File: config.mk
export PLATFORM = sky130hd
export DESIGN_NAME = osiris_i_prog_loader_flat
export DESIGN_NICKNAME = d
export VERILOG_FILES = /design/src/rtl/osiris_i_prog_loader_if.sv /design/src/rtl/osiris_i_prog_loader.sv /design/src/flat_wrapper.sv
export SDC_FILE = /design/constraint.sdc
export NUM_CORES = 1
export LEC_CHECK = 0
export BUFFER_PORTS_ARGS = -buffer_cell sky130_fd_sc_hd__buf_2
export CAP_MARGIN = 10
export CORE_AREA = 4 4 172 124
export DETAILED_ROUTE_END_ITERATION = 10
export DIE_AREA = 0 0 176 128
export RECOVER_POWER = 100
export SYNTH_ARGS = -nofsm -noshare
export SYNTH_HDL_FRONTEND = slang
export SYNTH_SLANG_ARGS = --single-unit
File: constraint.sdc
create_clock -name wb_clk_i -period 2.71 [get_ports wb_clk_i]
set_input_delay 0.542 -clock wb_clk_i [delete_from_list [all_inputs] [get_ports wb_clk_i]]
set_output_delay 0.542 -clock wb_clk_i [all_outputs]
set_load 0.005 [all_outputs]
File: src/rtl/osiris_i_prog_loader_if.sv
// Write port between the serial program loader and osiris_i_mem.
// The loader drives request/address/data; the memory answers with a grant.
interface osiris_i_prog_loader_if #(
    parameter int ADDR_W = 9
);
    logic              mem_req_o;
    logic [ADDR_W-1:0] mem_addr_o;
    logic [31:0]       mem_wdata_o;
    logic              mem_gnt_i;

    modport master (
        output mem_req_o,
        output mem_addr_o,
        output mem_wdata_o,
        input  mem_gnt_i
    );

    modport slave (
        input  mem_req_o,
        input  mem_addr_o,
        input  mem_wdata_o,
        output mem_gnt_i
    );
endinterface

File: src/rtl/osiris_i_prog_loader.sv
// Serial program loader: receives 64-bit addr/data frames on GPIO pins and issues
// word writes into osiris_i_mem, holding the core in reset while a load is active.
module osiris_i_prog_loader #(
    parameter int ADDR_W      = 9,
    parameter int SYNC_STAGES = 2
) (
    input  logic                          wb_clk_i,
    input  logic                          wb_rst_ni,
    input  logic                          spi_sclk_i,
    input  logic                          spi_cs_ni,
    input  logic                          spi_mosi_i,
    input  logic                          load_mode_i,
    osiris_i_prog_loader_if.master        mem,
    output logic                          core_rst_no,
    output logic                          busy_o,
    output logic                          err_o,
    output logic [15:0]                   word_cnt_o
);

    typedef enum logic {
        IDLE,
        SHIFT
    } state_t;

    logic [SYNC_STAGES-1:0] sclkSync_q;
    logic [SYNC_STAGES-1:0] csSync_q;
    logic [SYNC_STAGES-1:0] mosiSync_q;
    logic [SYNC_STAGES-1:0] loadSync_q;
    logic                   sclkPrev_q;
    logic                   loadPrev_q;

    state_t                 st_q;
    logic [6:0]             bitCnt_q;
    logic [63:0]            shift_q;
    logic                   memReq_q;
    logic [ADDR_W-1:0]      holdAddr_q;
    logic [31:0]            holdData_q;
    logic                   err_q;
    logic [15:0]            wordCnt_q;
    logic                   coreRstN_q;

    logic sclkRise;
    logic csN;
    logic mosi;
    logic loadMode;
    logic loadRise;
    logic busy;
    logic grant;
    logic frameDone;
    logic frameBad;
    logic overrun;
    logic frameLoad;
    logic frameErr;
    logic abortErr;

    assign sclkRise = sclkSync_q[SYNC_STAGES-1] & ~sclkPrev_q;
    assign csN      = csSync_q[SYNC_STAGES-1];
    assign mosi     = mosiSync_q[SYNC_STAGES-1];
    assign loadMode = loadSync_q[SYNC_STAGES-1];
    assign loadRise = loadMode & ~loadPrev_q;
    assign busy     = loadMode | memReq_q | (st_q == SHIFT);
    assign grant    = memReq_q & mem.mem_gnt_i;

    // Frame is judged one cycle after its 64th bit lands; a grant in that same
    // cycle frees the holding register, so it is not counted as an overrun.
    always_comb begin
        frameDone = 1'b0;
        frameBad  = 1'b0;
        overrun   = 1'b0;
        frameLoad = 1'b0;
        frameErr  = 1'b0;
        abortErr  = 1'b0;
        frameDone = loadMode && (st_q == SHIFT) && (bitCnt_q == 7'd64);
        frameBad  = (shift_q[33:32] != 2'b00) || (shift_q[63:ADDR_W+34] != '0);
        overrun   = memReq_q & ~mem.mem_gnt_i;
        frameLoad = frameDone & ~frameBad & ~overrun;
        frameErr  = frameDone & (frameBad | overrun);
        abortErr  = loadMode && (st_q == SHIFT) && !frameDone && csN && (bitCnt_q != 7'd0);
    end

    always_ff @(posedge wb_clk_i or negedge wb_rst_ni) begin
        if (!wb_rst_ni) begin
            sclkSync_q <= '0;
            csSync_q   <= '1;
            mosiSync_q <= '0;
            loadSync_q <= '0;
            sclkPrev_q <= 1'b0;
            loadPrev_q <= 1'b0;
            st_q       <= IDLE;
            bitCnt_q   <= '0;
            shift_q    <= '0;
            memReq_q   <= 1'b0;
            holdAddr_q <= '0;
            holdData_q <= '0;
            err_q      <= 1'b0;
            wordCnt_q  <= '0;
            coreRstN_q <= 1'b0;
        end else begin
            sclkSync_q <= (sclkSync_q << 1) | SYNC_STAGES'(spi_sclk_i);
            csSync_q   <= (csSync_q << 1)   | SYNC_STAGES'(spi_cs_ni);
            mosiSync_q <= (mosiSync_q << 1) | SYNC_STAGES'(spi_mosi_i);
            loadSync_q <= (loadSync_q << 1) | SYNC_STAGES'(load_mode_i);
            sclkPrev_q <= sclkSync_q[SYNC_STAGES-1];
            loadPrev_q <= loadMode;
            coreRstN_q <= ~busy;

            if (grant) begin
                memReq_q <= 1'b0;
                if (wordCnt_q != 16'hFFFF) begin
                    wordCnt_q <= wordCnt_q + 16'd1;
                end
            end
            if (frameLoad) begin
                memReq_q   <= 1'b1;
                holdAddr_q <= shift_q[ADDR_W+33:34];
                holdData_q <= shift_q[31:0];
            end

            // A fresh load session wipes the status seen by the previous one.
            if (loadRise) begin
                err_q     <= 1'b0;
                wordCnt_q <= '0;
            end else if (frameErr || abortErr) begin
                err_q <= 1'b1;
            end

            if (!loadMode) begin
                st_q     <= IDLE;
                bitCnt_q <= '0;
            end else begin
                case (st_q)
                    IDLE: begin
                        if (!csN) begin
                            st_q     <= SHIFT;
                            bitCnt_q <= '0;
                        end
                    end
                    SHIFT: begin
                        if (frameDone) begin
                            bitCnt_q <= '0;
                            if (csN) begin
                                st_q <= IDLE;
                            end
                        end else if (csN) begin
                            st_q     <= IDLE;
                            bitCnt_q <= '0;
                        end else if (sclkRise) begin
                            shift_q  <= {shift_q[62:0], mosi};
                            bitCnt_q <= bitCnt_q + 7'd1;
                        end
                    end
                    default: begin
                        st_q     <= IDLE;
                        bitCnt_q <= '0;
                    end
                endcase
            end
        end
    end

    assign mem.mem_req_o   = memReq_q;
    assign mem.mem_addr_o  = holdAddr_q;
    assign mem.mem_wdata_o = holdData_q;
    assign core_rst_no     = coreRstN_q;
    assign busy_o          = busy;
    assign err_o           = err_q;
    assign word_cnt_o      = wordCnt_q;

endmodule

File: src/flat_wrapper.sv
// flat-port wrapper written by rule: the top's interface ports become plain ports
module osiris_i_prog_loader_flat 
#(
    parameter int ADDR_W      = 9,
    parameter int SYNC_STAGES = 2
)
  (wb_clk_i, wb_rst_ni, spi_sclk_i, spi_cs_ni, spi_mosi_i, load_mode_i, core_rst_no, busy_o, err_o, word_cnt_o, mem_mem_req_o, mem_mem_addr_o, mem_mem_wdata_o, mem_mem_gnt_i);
  osiris_i_prog_loader_if #(.ADDR_W(ADDR_W)) mem_i ();
  input  logic wb_clk_i;
  input  logic wb_rst_ni;
  input  logic spi_sclk_i;
  input  logic spi_cs_ni;
  input  logic spi_mosi_i;
  input  logic load_mode_i;
  output logic core_rst_no;
  output logic busy_o;
  output logic err_o;
  output logic [15:0] word_cnt_o;
  output wire logic [$bits(mem_i.mem_req_o)-1:0] mem_mem_req_o;
  output wire logic [$bits(mem_i.mem_addr_o)-1:0] mem_mem_addr_o;
  output wire logic [$bits(mem_i.mem_wdata_o)-1:0] mem_mem_wdata_o;
  input wire logic [$bits(mem_i.mem_gnt_i)-1:0] mem_mem_gnt_i;
  assign mem_mem_req_o = mem_i.mem_req_o;
  assign mem_mem_addr_o = mem_i.mem_addr_o;
  assign mem_mem_wdata_o = mem_i.mem_wdata_o;
  assign mem_i.mem_gnt_i = mem_mem_gnt_i;
  osiris_i_prog_loader #(.ADDR_W(ADDR_W), .SYNC_STAGES(SYNC_STAGES)) u_core (.wb_clk_i(wb_clk_i), .wb_rst_ni(wb_rst_ni), .spi_sclk_i(spi_sclk_i), .spi_cs_ni(spi_cs_ni), .spi_mosi_i(spi_mosi_i), .load_mode_i(load_mode_i), .mem(mem_i), .core_rst_no(core_rst_no), .busy_o(busy_o), .err_o(err_o), .word_cnt_o(word_cnt_o));
endmodule
# Word-level counts from Yosys, hierarchy flattened
# Cells that the tools add are included.
# word_totals
mem_count	0
reg_bits	142
ram_bits	0
output_inout_bits	61
mem_bits_ro	0
latch_bits	0
# classes
mul	0
n_bitwise	23
n_mux	15
reduce_logical	18
n_shift	0
eq_ne	4
div	0
add_sub_neg	2
n_lt_le_gt_ge	0
# ops
operator	n
$mux W16	3
$mux W7	5
$reduce_bool A21 Y1	1
$add A16 B1 Y16 const B	1
$ne A16 B16 Y1 const B	1
$pmux W7 S2	1
$reduce_bool A2 Y1	5
$not A1 Y1	9
$or A2 B1 Y2	4
$add A7 B1 Y7 const B	1
$and A1 B1 Y1	7
$eq A7 B7 Y1 const B	1
$reduce_bool A7 Y1	1
$mux W1	6
$logic_and A1 B1 Y1	5
$ne A5 B4 Y1 const B	1
$reduce_and A5 Y1	1
$reduce_and A2 Y1	2
$ne A3 B3 Y1 const B	1
$or A1 B1 Y1	3
$logic_or A1 B1 Y1	2
$logic_not A1 Y1	1

# Logic depth before layout (Yosys ltp)
# logic_depth
ltp_word	9
mapped_depth	8

# Least setup slack after synthesis
# No wires, ideal clock.
# synth_timing
kind	register to register
startpoint	register u_core.bitCnt_q[0]
endpoint	register u_core.shift_q[36]
t_arrival_ps	1929
synth_period_minus_slack_ps	2053
setup_ps	125
setup_slack_ps	657
path_stages_with_launch	9
cell_sequence	dfrtp_1 -> inv_1 -> ha_1 -> and4bb_4 -> a211oi_4 -> and2_1 -> buf_6 -> buf_6 -> mux2_2
# synth_between
elab_chain_cells	4
# synth_lines
item	line	source
start, declared	osiris_i_prog_loader.sv:33	logic [6:0] bitCnt_q;
start signal, assigned	osiris_i_prog_loader.sv:149	bitCnt_q <= bitCnt_q + 7'd1;
$eq A7 B7 Y1	osiris_i_prog_loader.sv:73	frameDone = loadMode && (st_q == SHIFT) && (bitCnt_q == 7'd64);
$logic_and A1 B1 Y1	osiris_i_prog_loader.sv:73	
$not A1 Y1 (no line)	n/a	
$reduce_and A5 Y1 (no line)	n/a	
end signal, assigned	osiris_i_prog_loader.sv:148	shift_q <= {shift_q[62:0], mosi};
end, declared	osiris_i_prog_loader.sv:34	logic [63:0] shift_q;
# Every way passes these cells.
# A chain may end at the register's enable or synchronous reset.

# Worst setup path in the final report
# layout_timing
startpoint	register u_core.bitCnt_q[0]
endpoint	register u_core.bitCnt_q[5]
# layout_between
elab_chain_cells	6
word_cells_on_any_way	10
cone_classes	1 x add/sub; 2 x eq/ne; 5 x mux; 2 x reduce/logical
# layout_lines
item	line	source
$add A7 B1 Y7	osiris_i_prog_loader.sv:149	
$mux W7	osiris_i_prog_loader.sv:147	end else if (sclkRise) begin
$mux W7	osiris_i_prog_loader.sv:144	end else if (csN) begin
$mux W7	osiris_i_prog_loader.sv:139	if (frameDone) begin
$pmux W7 S2	osiris_i_prog_loader.sv:131	case (st_q)
$mux W7	osiris_i_prog_loader.sv:127	if (!loadMode) begin
# Parallel ways exist; a longest one is shown, timed or not. The select of a mux whose other input is x is not followed.

==> impl_metrics.csv <==
group,metric,value,unit
routing,wl,11.49,mm
timing,period_share,0.9016,
global_route,use_met1,0.1473,
worst_setup_path,worst_path_dominant_cell_family,"compound AO/OA/AOI/OAI gates",
finish,most-common-layout-cells,"dfrtp_1 (140), mux2_2 (92), clkbuf_1 (39)",
timing,worstMarginPinSlew,1.670,ns
logic_synthesis,synth.distinct_cells,48,
pwr,p_leak,3.384,nW
logic_synthesis,synthXorXnorAreaFrac,0,
logic_synthesis,syn_area_per_cell,14.37,um^2
routing,ant_nets,0,
worst_setup_path,required,3.03,ns
routing,vias,3562,
worst_setup_path,cp-end-kind,"register",
logic_synthesis,synth_flop_cell,"dfrtp_1",
worst_setup_path,max_stage_delay,1.04,ns
worst_setup_path,worst_setup_path_start_kind,"register",
worst_setup_path,path_max_fanout,5,
cts,cts_root_buffer,"clkbuf_16",
cts,cts_resized,0,
timing,fmax,409.3,MHz
timing,slew-limit-headroom,-0.1132,
die,fp-row-count,43,
pwr,power.switching,938.2,uW
global_route,antenna_found_initial,0,
global_route,grtUsageTotal,0.1086,
status,outcome,"finished, violations left",
cts,cts_tree,"done",
hold_path,hp-class,"primary input to register",
cts,cts_hold_buf,0,
finish,layout_commonest_cell,"dfrtp_1",
logic_synthesis,synth_top_family_by_area,"multiplexers",
global_route,busiest_layer,"met2",
pwr,vdd.ir_drop.worst,0.3170,mV
die,dieArea,22530,um^2
pwr,p_int,3.714,mW
cts,clk_latency,0.42,ns
finish,antenna_cells,0,
timing,finalCriticalPeriod,2.443,ns
pwr,p_per_area,664.2,nW/um^2
logic_synthesis,syn_inst,406,
placed_design,port-buffer-count,67,
pwr,clkPwrFrac,0.520,
die,io-pin-count,68,
die,dieWidth,176,um
logic_synthesis,ys_ff_latch,142,
placed_design,pre_cts_slack,0.4075,ns
logic_synthesis,yosys.area_share.simple,0.09307,
timing,maxSlewViolCount,66,
die,die_height,128,um
logic_synthesis,synthMuxAreaShare,0.2061,
global_route,grt_util_met3,0.03744,
routing,via_per_inst,4.644,
timing,fin_skew,0.01088,ns
cts,clk_pin_slew,0.06,ns
logic_synthesis,synth-edff-count,0,
pwr,pwr-share-comb,0.018,
global_route,grt_pass1_vias,3756,
logic_synthesis,synth-compound-area-share,0.05533,
cts,cts-buffers-inserted,17,
timing,setup_viol,0,
logic_synthesis,ys_warn_count,0,
die,start_util,0.2979,
logic_synthesis,syn_nets,416,
routing,drtIter0Drc,169,
finish,fin_nets,494,
logic_synthesis,ys_seq_area_frac,0.6095,
logic_synthesis,synth_area,5834,um^2
timing,grt_setup_unrepaired,"false",
logic_synthesis,synth-async-reset-ratio,1.000,
worst_setup_path,worstPathCellList,"inv_1, ha_1, and4bb_4, a2111oi_0, o21ai_0, o211ai_1",
die,core,19580,um^2
worst_setup_path,crit_type,"register to register",
cts,cts_num_sinks,142,
cts,clk_path_buf_depth,2,
finish,syn_to_final_growth,20.05,%
worst_setup_path,cp_num_buf_inv,1,
status,violations,"max-capacitance violations, max-slew violations",
global_route,grt_max_degree,67,
routing,wl_per_cell,14.98,um
routing,drc_errors,0,
logic_synthesis,synthAdderAreaFrac,0.006434,
worst_setup_path,crit_arrival,2.76,ns
pwr,seqPwrFrac,0.462,
placed_design,hpwl,7.618,mm
finish,fin_util,0.3577,
cts,post-cts-setup-buffers,0,
worst_setup_path,slowest_stage,"a2111oi_0",
routing,dr.pass1.iters,4,
global_route,grt_use_met2,0.1610,
timing,setup_ws,0.2666,ns
global_route,gr-total-overflow,0,
pwr,finalPower,4.652,mW
pwr,power.share.switching,0.2017,
finish,drive_gt1_frac,0.3380,
timing,final_hold_viol_count,0,
timing,setup_tns,0,ns
flow_run,cap_violations,1,
placed_design,place.gp.congestion,0.7552,
cts,htree_num_levels,4,
global_route,grt_pass1_wl,19.58,mm
-- worst paths after layout --
check / from / cells after the start / slack (ns) / endpoint
hold reg to reg: u_core.loadSync_q[0] / 0 / 0.35 / u_core.loadSync_q[1]
max in group asynchronous: wb_rst_ni / 2 / 0.76 / u_core.shift_q[45]
setup / recovery: u_core.bitCnt_q[0] / 6 / 0.27 / u_core.bitCnt_q[5]
hold / removal: spi_cs_ni / 1 / 0.23 / u_core.csSync_q[0]
setup reg to reg: u_core.bitCnt_q[0] / 6 / 0.27 / u_core.bitCnt_q[5]
min in group asynchronous: wb_rst_ni / 1 / 0.56 / u_core.shift_q[36]
-- layout make-up --
| type | instances | area [um^2] |
|---|---|---|
| Clock buffer | 20 | 446.7 |
| Timing Repair Buffer | 74 | 370.4 |
| Inverter | 6 | 22.52 |
| Tap cell | 270 | 337.8 |
| Clock inverter | 12 | 167.7 |
| Sequential cell | 142 | 3556 |
| Fill cell | 1946 | 12580 |
| Multi-Input combinational cell | 243 | 2103 |
-- synthesized netlist by cell type, drive strengths merged (4+ instances only) --
| cell | n | area, um^2 |
|---|---|---|
| o31ai | 7 | 52.55 |
| or3 | 4 | 25.02 |
| nand2 | 15 | 58.81 |
| mux2 | 105 | 1182 |
| inv | 6 | 22.52 |
| nor2 | 7 | 26.28 |
| nand4 | 8 | 56.30 |
| or4 | 7 | 52.55 |
| nor4 | 9 | 71.32 |
| o211ai | 4 | 30.03 |
| nor3 | 5 | 25.02 |
| buf | 13 | 142.6 |
| o21ai | 9 | 45.04 |
| a21oi | 9 | 45.04 |
| and3 | 5 | 31.28 |
| nand3 | 11 | 55.05 |
| and2 | 4 | 25.02 |
| dfrtp | 140 | 3503 |
-- cell families after synthesis --
kind of cell    Yosys count
fa+ha+maj                 3
mux                     107
flops                   142
buf+inv                  21
compound gates           45
simple gates             88
-- flip-flops by register name, indices dropped and copies added, names as in the netlist --
name / cells
u_core.err_o: 1
u_core.mem.mem_addr_o: 9
u_core.sclkPrev_q: 1
u_core.core_rst_no: 1
u_core.mem.mem_req_o: 1
u_core.word_cnt_o: 16
u_core.shift_q: 64
u_core.bitCnt_q: 7
u_core.st_q: 1
u_core.mem.mem_wdata_o: 32
u_core.mosiSync_q: 2
u_core.sclkSync_q: 2
u_core.loadSync_q: 2
u_core.csSync_q: 2
u_core.loadPrev_q: 1
-- power groups by stage --
stage,clock network (mW),registers [mW],logic (mW)
2_1_floorplan,0,2.18,0.0275
3_3_place_gp,0,2.18,0.0876
3_5_place_dp,0,2.19,0.0902
4_1_cts,2.50,2.15,0.0903
5_1_grt,2.59,2.15,0.0991
6_report,2.42,2.15,0.0830
-- per-layer routing --
layer	wire length [um]	part of all wire
met1	5636	0.49
met4	138	0.012
met3	597	0.052
met2	5119	0.45
met5	0	0
-- through the flow --
| stage | cells | hold slack [ns] | cell area, um^2 |
|---|---|---|---|
| finish | 767 | 0.2274 | 7004 |
| global route | 767 | 0.2065 | 7004 |
| CTS | 767 | 0.1301 | 7069 |
| detailed placement | 735 | 0.3365 | 6455 |
| global placement | 735 | 0.3327 | 6455 |
| floorplan | 406 | 0.2464 | 5834 |
(Power assumes the default switching activity.)
